## config.mk

```make
export PLATFORM = sky130hd
export DESIGN_NAME = pipe_stage_reg
export DESIGN_NICKNAME = d
export VERILOG_FILES = /design/src/rtl/pipe_stage_reg.sv
export SDC_FILE = /design/constraint.sdc
export NUM_CORES = 1
export LEC_CHECK = 0
export CAP_MARGIN = 5
export CORE_MARGIN = 2
export CORE_UTILIZATION = 42
export CTS_CLUSTER_SIZE = 8
export DETAILED_ROUTE_END_ITERATION = 8
export HOLD_SLACK_MARGIN = 0.12
export PLACE_DENSITY = 0.86
export SYNTH_ARGS = -nofsm -noshare
export SYNTH_HDL_FRONTEND = slang
export SYNTH_SLANG_ARGS = --single-unit
```

## constraint.sdc

```tcl
create_clock -name clk -period 7 [get_ports clk]
set_input_delay 1.4 -clock clk [delete_from_list [all_inputs] [get_ports clk]]
set_output_delay 1.4 -clock clk [all_outputs]
set_load 0.02 [all_outputs]
```

## src/rtl/pipe_stage_reg.sv

```systemverilog
// Ready/valid pipeline register stage with saturating stall counter and flush.
// Define PIPE_STAGE_SKID_EN to add a skid entry and fully register in_ready.
module pipe_stage_reg #(
    parameter int DATA_W = 135,
    parameter int CNT_W  = 32
) (
    input  logic              clk,
    input  logic              reset,
    input  logic              flush,
    input  logic              in_valid,
    output logic              in_ready,
    input  logic [DATA_W-1:0] in_data,
    output logic              out_valid,
    input  logic              out_ready,
    output logic [DATA_W-1:0] out_data,
    output logic [1:0]        occupancy,
    input  logic              stall_cnt_clr,
    output logic [CNT_W-1:0]  stall_cnt
);

    logic              main_valid_q, main_valid_d;
    logic [DATA_W-1:0] main_data_q, main_data_d;
    logic [CNT_W-1:0]  stall_cnt_q, stall_cnt_d;
    logic              in_xfer_s;
    logic              out_xfer_s;

    assign in_xfer_s  = in_valid & in_ready;
    assign out_xfer_s = main_valid_q & out_ready;

`ifdef PIPE_STAGE_SKID_EN
    logic              skid_valid_q, skid_valid_d;
    logic [DATA_W-1:0] skid_data_q, skid_data_d;
    logic              in_ready_q, in_ready_d;

    // Main/skid entry next-state; in_ready is only ever 1 while skid is empty.
    always_comb begin
        main_valid_d = main_valid_q;
        main_data_d  = main_data_q;
        skid_valid_d = skid_valid_q;
        skid_data_d  = skid_data_q;
        if (flush) begin
            main_valid_d = 1'b0;
            skid_valid_d = 1'b0;
        end else if (skid_valid_q) begin
            if (out_xfer_s) begin
                main_valid_d = 1'b1;
                main_data_d  = skid_data_q;
                skid_valid_d = 1'b0;
            end else begin
                main_valid_d = main_valid_q;
            end
        end else if (!main_valid_q || out_ready) begin
            main_valid_d = in_xfer_s;
            if (in_xfer_s) begin
                main_data_d = in_data;
            end else begin
                main_data_d = main_data_q;
            end
        end else begin
            if (in_xfer_s) begin
                skid_valid_d = 1'b1;
                skid_data_d  = in_data;
            end else begin
                skid_valid_d = skid_valid_q;
            end
        end
        in_ready_d = ~skid_valid_d;
    end

    // Skid entry and registered in_ready.
    always_ff @(posedge clk or posedge reset) begin
        if (reset) begin
            skid_valid_q <= 1'b0;
            skid_data_q  <= {DATA_W{1'b0}};
            in_ready_q   <= 1'b1;
        end else begin
            skid_valid_q <= skid_valid_d;
            skid_data_q  <= skid_data_d;
            in_ready_q   <= in_ready_d;
        end
    end

    assign in_ready  = in_ready_q;
    assign occupancy = {1'b0, main_valid_q} + {1'b0, skid_valid_q};
`else
    // Single entry: accept when empty or draining this cycle.
    always_comb begin
        main_valid_d = main_valid_q;
        main_data_d  = main_data_q;
        if (flush) begin
            main_valid_d = 1'b0;
        end else if (in_xfer_s) begin
            main_valid_d = 1'b1;
            main_data_d  = in_data;
        end else if (out_xfer_s) begin
            main_valid_d = 1'b0;
        end else begin
            main_valid_d = main_valid_q;
        end
    end

    assign in_ready  = ~main_valid_q | out_ready;
    assign occupancy = {1'b0, main_valid_q};
`endif

    // Stall counter: clear wins over the saturating increment.
    always_comb begin
        stall_cnt_d = stall_cnt_q;
        if (stall_cnt_clr) begin
            stall_cnt_d = {CNT_W{1'b0}};
        end else if (main_valid_q && !out_ready && (stall_cnt_q != {CNT_W{1'b1}})) begin
            stall_cnt_d = stall_cnt_q + {{(CNT_W-1){1'b0}}, 1'b1};
        end else begin
            stall_cnt_d = stall_cnt_q;
        end
    end

    // Main entry and stall counter state.
    always_ff @(posedge clk or posedge reset) begin
        if (reset) begin
            main_valid_q <= 1'b0;
            main_data_q  <= {DATA_W{1'b0}};
            stall_cnt_q  <= {CNT_W{1'b0}};
        end else begin
            main_valid_q <= main_valid_d;
            main_data_q  <= main_data_d;
            stall_cnt_q  <= stall_cnt_d;
        end
    end

    assign out_valid = main_valid_q;
    assign out_data  = main_data_q;
    assign stall_cnt = stall_cnt_q;

endmodule

```

# Yosys cells after proc, flatten, opt, wreduce, memory -nomap -nowiden
# Cells that the tools add are included.
[classes]
n_addsub = 1
eq_ne = 1
n_mux = 5
bitwise_logic = 5
n_reduce_logical = 6
[op_table]
columns = ["operator", "n"]
rows = [
  ["$mux W32", 2],
  ["$add A32 B1 Y32 const B", 1],
  ["$ne A32 B32 Y1 const B", 1],
  ["$mux W1", 3],
  ["$reduce_bool A3 Y1", 1],
  ["$and A1 B1 Y1", 2],
  ["$logic_and A1 B1 Y1", 2],
  ["$not A1 Y1", 2],
  ["$reduce_and A2 Y1", 1],
  ["$reduce_bool A2 Y1", 1],
  ["$logic_not A1 Y1", 1],
  ["$or A1 B1 Y1", 1],
]
[word_totals]
ff_bits = 168
input_bits = 141
out_inout_bits = 171

# Logic depth before layout (Yosys ltp)
[depth]
depth_word = 5
depth_mapped = 8
ltp_nobuf = 6

# Least setup slack after synthesis
# OpenSTA, ideal clock, no wires.
[synth_timing]
path_kind = "input port to output port"
start = "in out_ready"
end = "out in_ready"
arrival_ps = 2393
slack_ps = 3207
cell_stages = 4
n_path_buf = 2
cell_sequence = "and2b_1 > inv_1 > clkbuf_1 > clkbuf_1"
[synth_between]
elab_chain_len = 1
[synth_rtl]
columns = ["item", "line", "rtl"]
rows = [
  ["start: declaration", "14", "input logic out_ready,"],
  ["$or A1 B1 Y1", "102", "assign in_ready = ~main_valid_q | out_ready;"],
  ["end: declaration", "11", "output logic in_ready,"],
]
# Every way passes these cells.

# Final worst setup path
# Ends and elaborated chain as after synthesis.

==> metrics <==
outcome=completed; GRT Resource Usage Total=about a fifth; critical path class=input pin to output port; initial DRC count=roughly 220; drt first pass iters=5; post-layout min period=around 4.7 ns; Post-CTS Hold Fix Bufs=0; P_int=roughly 2 mW; required time worst endpoint=between 5 and 6 ns; Max Freq=0.212 GHz; skew final=a little under 0.007 ns; Clock transition at path regs=approximately 0.060 ns; grt peak-use layer=met2; RSZ-0062 raised after global routing=false; Seq/Total Area, Yosys=approximately 60%; vias in the first global route=approximately 5.4k; initial antenna violation count=0; YS warnings=0; Critical Path Most Common Cell=clkdlybuf4s50_1; Sink Count=roughly 170; met1 usage=24.7%; Worst R2R Path Depth=7; Num CTS Buffers=17; fraction of registers with async set/reset=100%; Tot Pwr=2.82 mW; Worst Setup SP=out_ready; Fill cells=approximately 1.2k; Worst Hold Slack=0.504 ns; row count=47; core area=16500 µm²; clk_lat worst skew=approximately 0.42 ns; largest cells by area after synthesis=dfrtp_1 60%, mux2_2 22%, a21oi_1 1.2%; Worst Path Max Fanout=20; Final setup viols=0; CP peak stage delay=0.73 ns; Max clock buf depth=2; mapped cell area=about 7000 µm²; Initial Util=~43%; Post-synth EDFFs=0; diode count=0; final WL=approximately 19000 µm; post-CTS setup buffer count=0; Synth top area share=about three fifths; switching share of power=between 20% and 30%; Root Buffer Master=clkbuf_16; fin util=between 60% and 70%; via count=5265; Port-buffer cells=310; Layout area overhead=55.1%; Comb pwr share=a little over a quarter; post-cts resize count=0; count leader, synth=dfrtp_1; hpwl dp=~13000 µm; placed cell count=a little over 1k; reg-to-reg endpoint=stall_cnt[21]$_DFFE_PP0P_; setup TNS=0 ns; Reg2Reg Setup Slack=4.37 ns; crit path to=in_ready; Hold Vio Cnt, Final=0; first-pass GRT wire length=between 20000 and 30000 µm; VDD IR-drop max=roughly 0.16 mV; number of I/O pins=312; final instance area=10900 µm²; Clk pwr share=roughly a third; post-route clock period utilization=67.3%; Crit path arrival time=3.31 ns; area of the die=between 15000 and 20000 µm²; Synth Flop Type=dfrtp_1; CTS tree=yes; routing usage on met3=around 8.6%; Final Worst Setup Slack=around 2.3 ns; die outline width=about 130 µm; # nets final=about 950; non-filler cells in the finished layout=slightly above 1k; Synth area leader=dfrtp_1; grt total ovfl=0; drt drc=0; Max Cap Viol=0; CTS HTree Levels=4; share of total power in sequential cells=a little over two fifths; DR WL/cell=around 18 µm; NetSw=~0.81 mW; CP endpoint kind=output port; GR Util met2=34.9%; DP Worst Slack=roughly 2.3 ns; Final Max Slew Viols=0; worst slew pin tran=around 0.9 ns; r2r startpoint=stall_cnt[0]$_DFFE_PP0P_; Syn Inst Count=498; max_slew headroom=40.0%; Hold Crit Class=flip-flop to flip-flop; post-synth cell types=46; Post-DRT Antenna Nets=0; Startpoint Class=input pin; Via density=5.07; pwr dens=roughly 260 nW/µm²; crit path max-delay cell type=clkdlybuf4s50_1; CP Cell Sequence=clkdlybuf4s50_1 -> and2b_1 -> inv_1 -> clkdlybuf4s50_1; synthesized area per cell=about 14 µm²; ratio of cells with drive above 1 in the final layout=between 20% and 30%; Die Ht=133 µm; Yosys reg bits=about 170; gpl congestion=between 0.7 and 0.8; Static Leak=between 4 and 5 nW; placed cell area=between 10000 and 15000 µm²; largest net degree at the start of global routing=approximately 130; Syn Nets=640; Post-synth top cells=168 x dfrtp_1, 138 x mux2_2, 17 x a21oi_1, 17 x nor2_1
==> cells by family after synthesis <==
kind of cell	Yosys count	synth area share, %
AO/OA/AOI/OAI	46	4.32
XOR/XNOR	1	0.125
adder cells (fa/ha/maj)	1	0.179
buffers and inverters	33	2.52
flip-flops	168	60.0
multiplexers	143	23.0
other	1	0.0535
AND/OR/NAND/NOR	105	9.86
==> area by class of cell <==
type                    count  area [µm²]  share of cell area [%]
repair buffers            315        3150                    29.0
flip-flops and latches    168        4200                    38.7
well taps                 220         275                    2.53
inverters                   6        27.5                   0.253
clock buffers              18         429                    3.95
multi-input cells         297        2640                    24.3
clock inverters            14         136                    1.26
==> metal layers <==
layer  up-vias  share of wire [%]
li1       2438                  -
met1      2580                 39
met2       218                 49
met3        29                9.3
met4         0                2.0
met5         -                  0
==> power groups by stage <==
stage	Sequential, mW	Clock (mW)	Combinational [mW]
6_report	1.17	0.909	0.737
3_5_place_dp	1.19	0	0.740
3_3_place_gp	1.18	0	0.733
2_1_floorplan	1.36	0	0.166
5_1_grt	1.19	0.974	0.772
4_1_cts	1.17	0.931	0.745
==> cell usage in the layout (no fill, tap or decap), types with 2 or more instances in the layout <==
cell             netlist  layout
a211oi_1               3       3
a21oi_1               17      17
and2_1                 5       5
and3_1                 2       2
and4_1                 4       4
and4_4                 4       4
buf_4                  3       4
clkbuf_16              0      17
clkdlybuf4s50_1        0     310
clkinv_2               0       3
clkinv_4               0       2
dfrtp_1              168     168
inv_1                  6       5
inv_6                  0       6
inv_8                  0       2
mux2_1                 4       4
mux2_2               138     138
nand2_1               15      15
nand3_1                9       9
nand4_1                4       4
nand4_4                2       2
nand4b_1               2       2
nor2_1                17      17
nor2b_1                7       7
nor3_1                 2       2
nor4_1                 7       7
nor4_2                 3       3
o21a_1                 3       3
o21ai_0                4       4
o31a_1                 3       3
o31ai_1                9       9
o41ai_1                5       5
or3_1                  5       5
or4_1                  8       8
==> worst max-delay path: cells and delay by family <==
family / cells / cell delay (ns)
buffers and inverters: 3 / 1.64
AND/OR/NAND/NOR: 1 / 0.27
==> flip-flops by register name, summed over array words and instances, names as in the netlist <==
name / count
out_data: 135
stall_cnt: 32
out_valid: 1
==> worst min path at each step <==
stage | from | depth (start not counted) | slack [ns] | end
after floorplan | out_data[23]$_DFFE_PP0P_ | 1 | 0.64 | out_data[23]$_DFFE_PP0P_
after global placement | out_data[77]$_DFFE_PP0P_ | 1 | 0.49 | out_data[77]$_DFFE_PP0P_
after detailed placement | out_data[98]$_DFFE_PP0P_ | 1 | 0.49 | out_data[98]$_DFFE_PP0P_
after CTS | out_data[98]$_DFFE_PP0P_ | 1 | 0.51 | out_data[98]$_DFFE_PP0P_
after global routing | out_data[86]$_DFFE_PP0P_ | 1 | 0.52 | out_data[86]$_DFFE_PP0P_
final | out_data[57]$_DFFE_PP0P_ | 1 | 0.50 | out_data[57]$_DFFE_PP0P_
No activity file was read; power rests on OpenSTA's default activity.
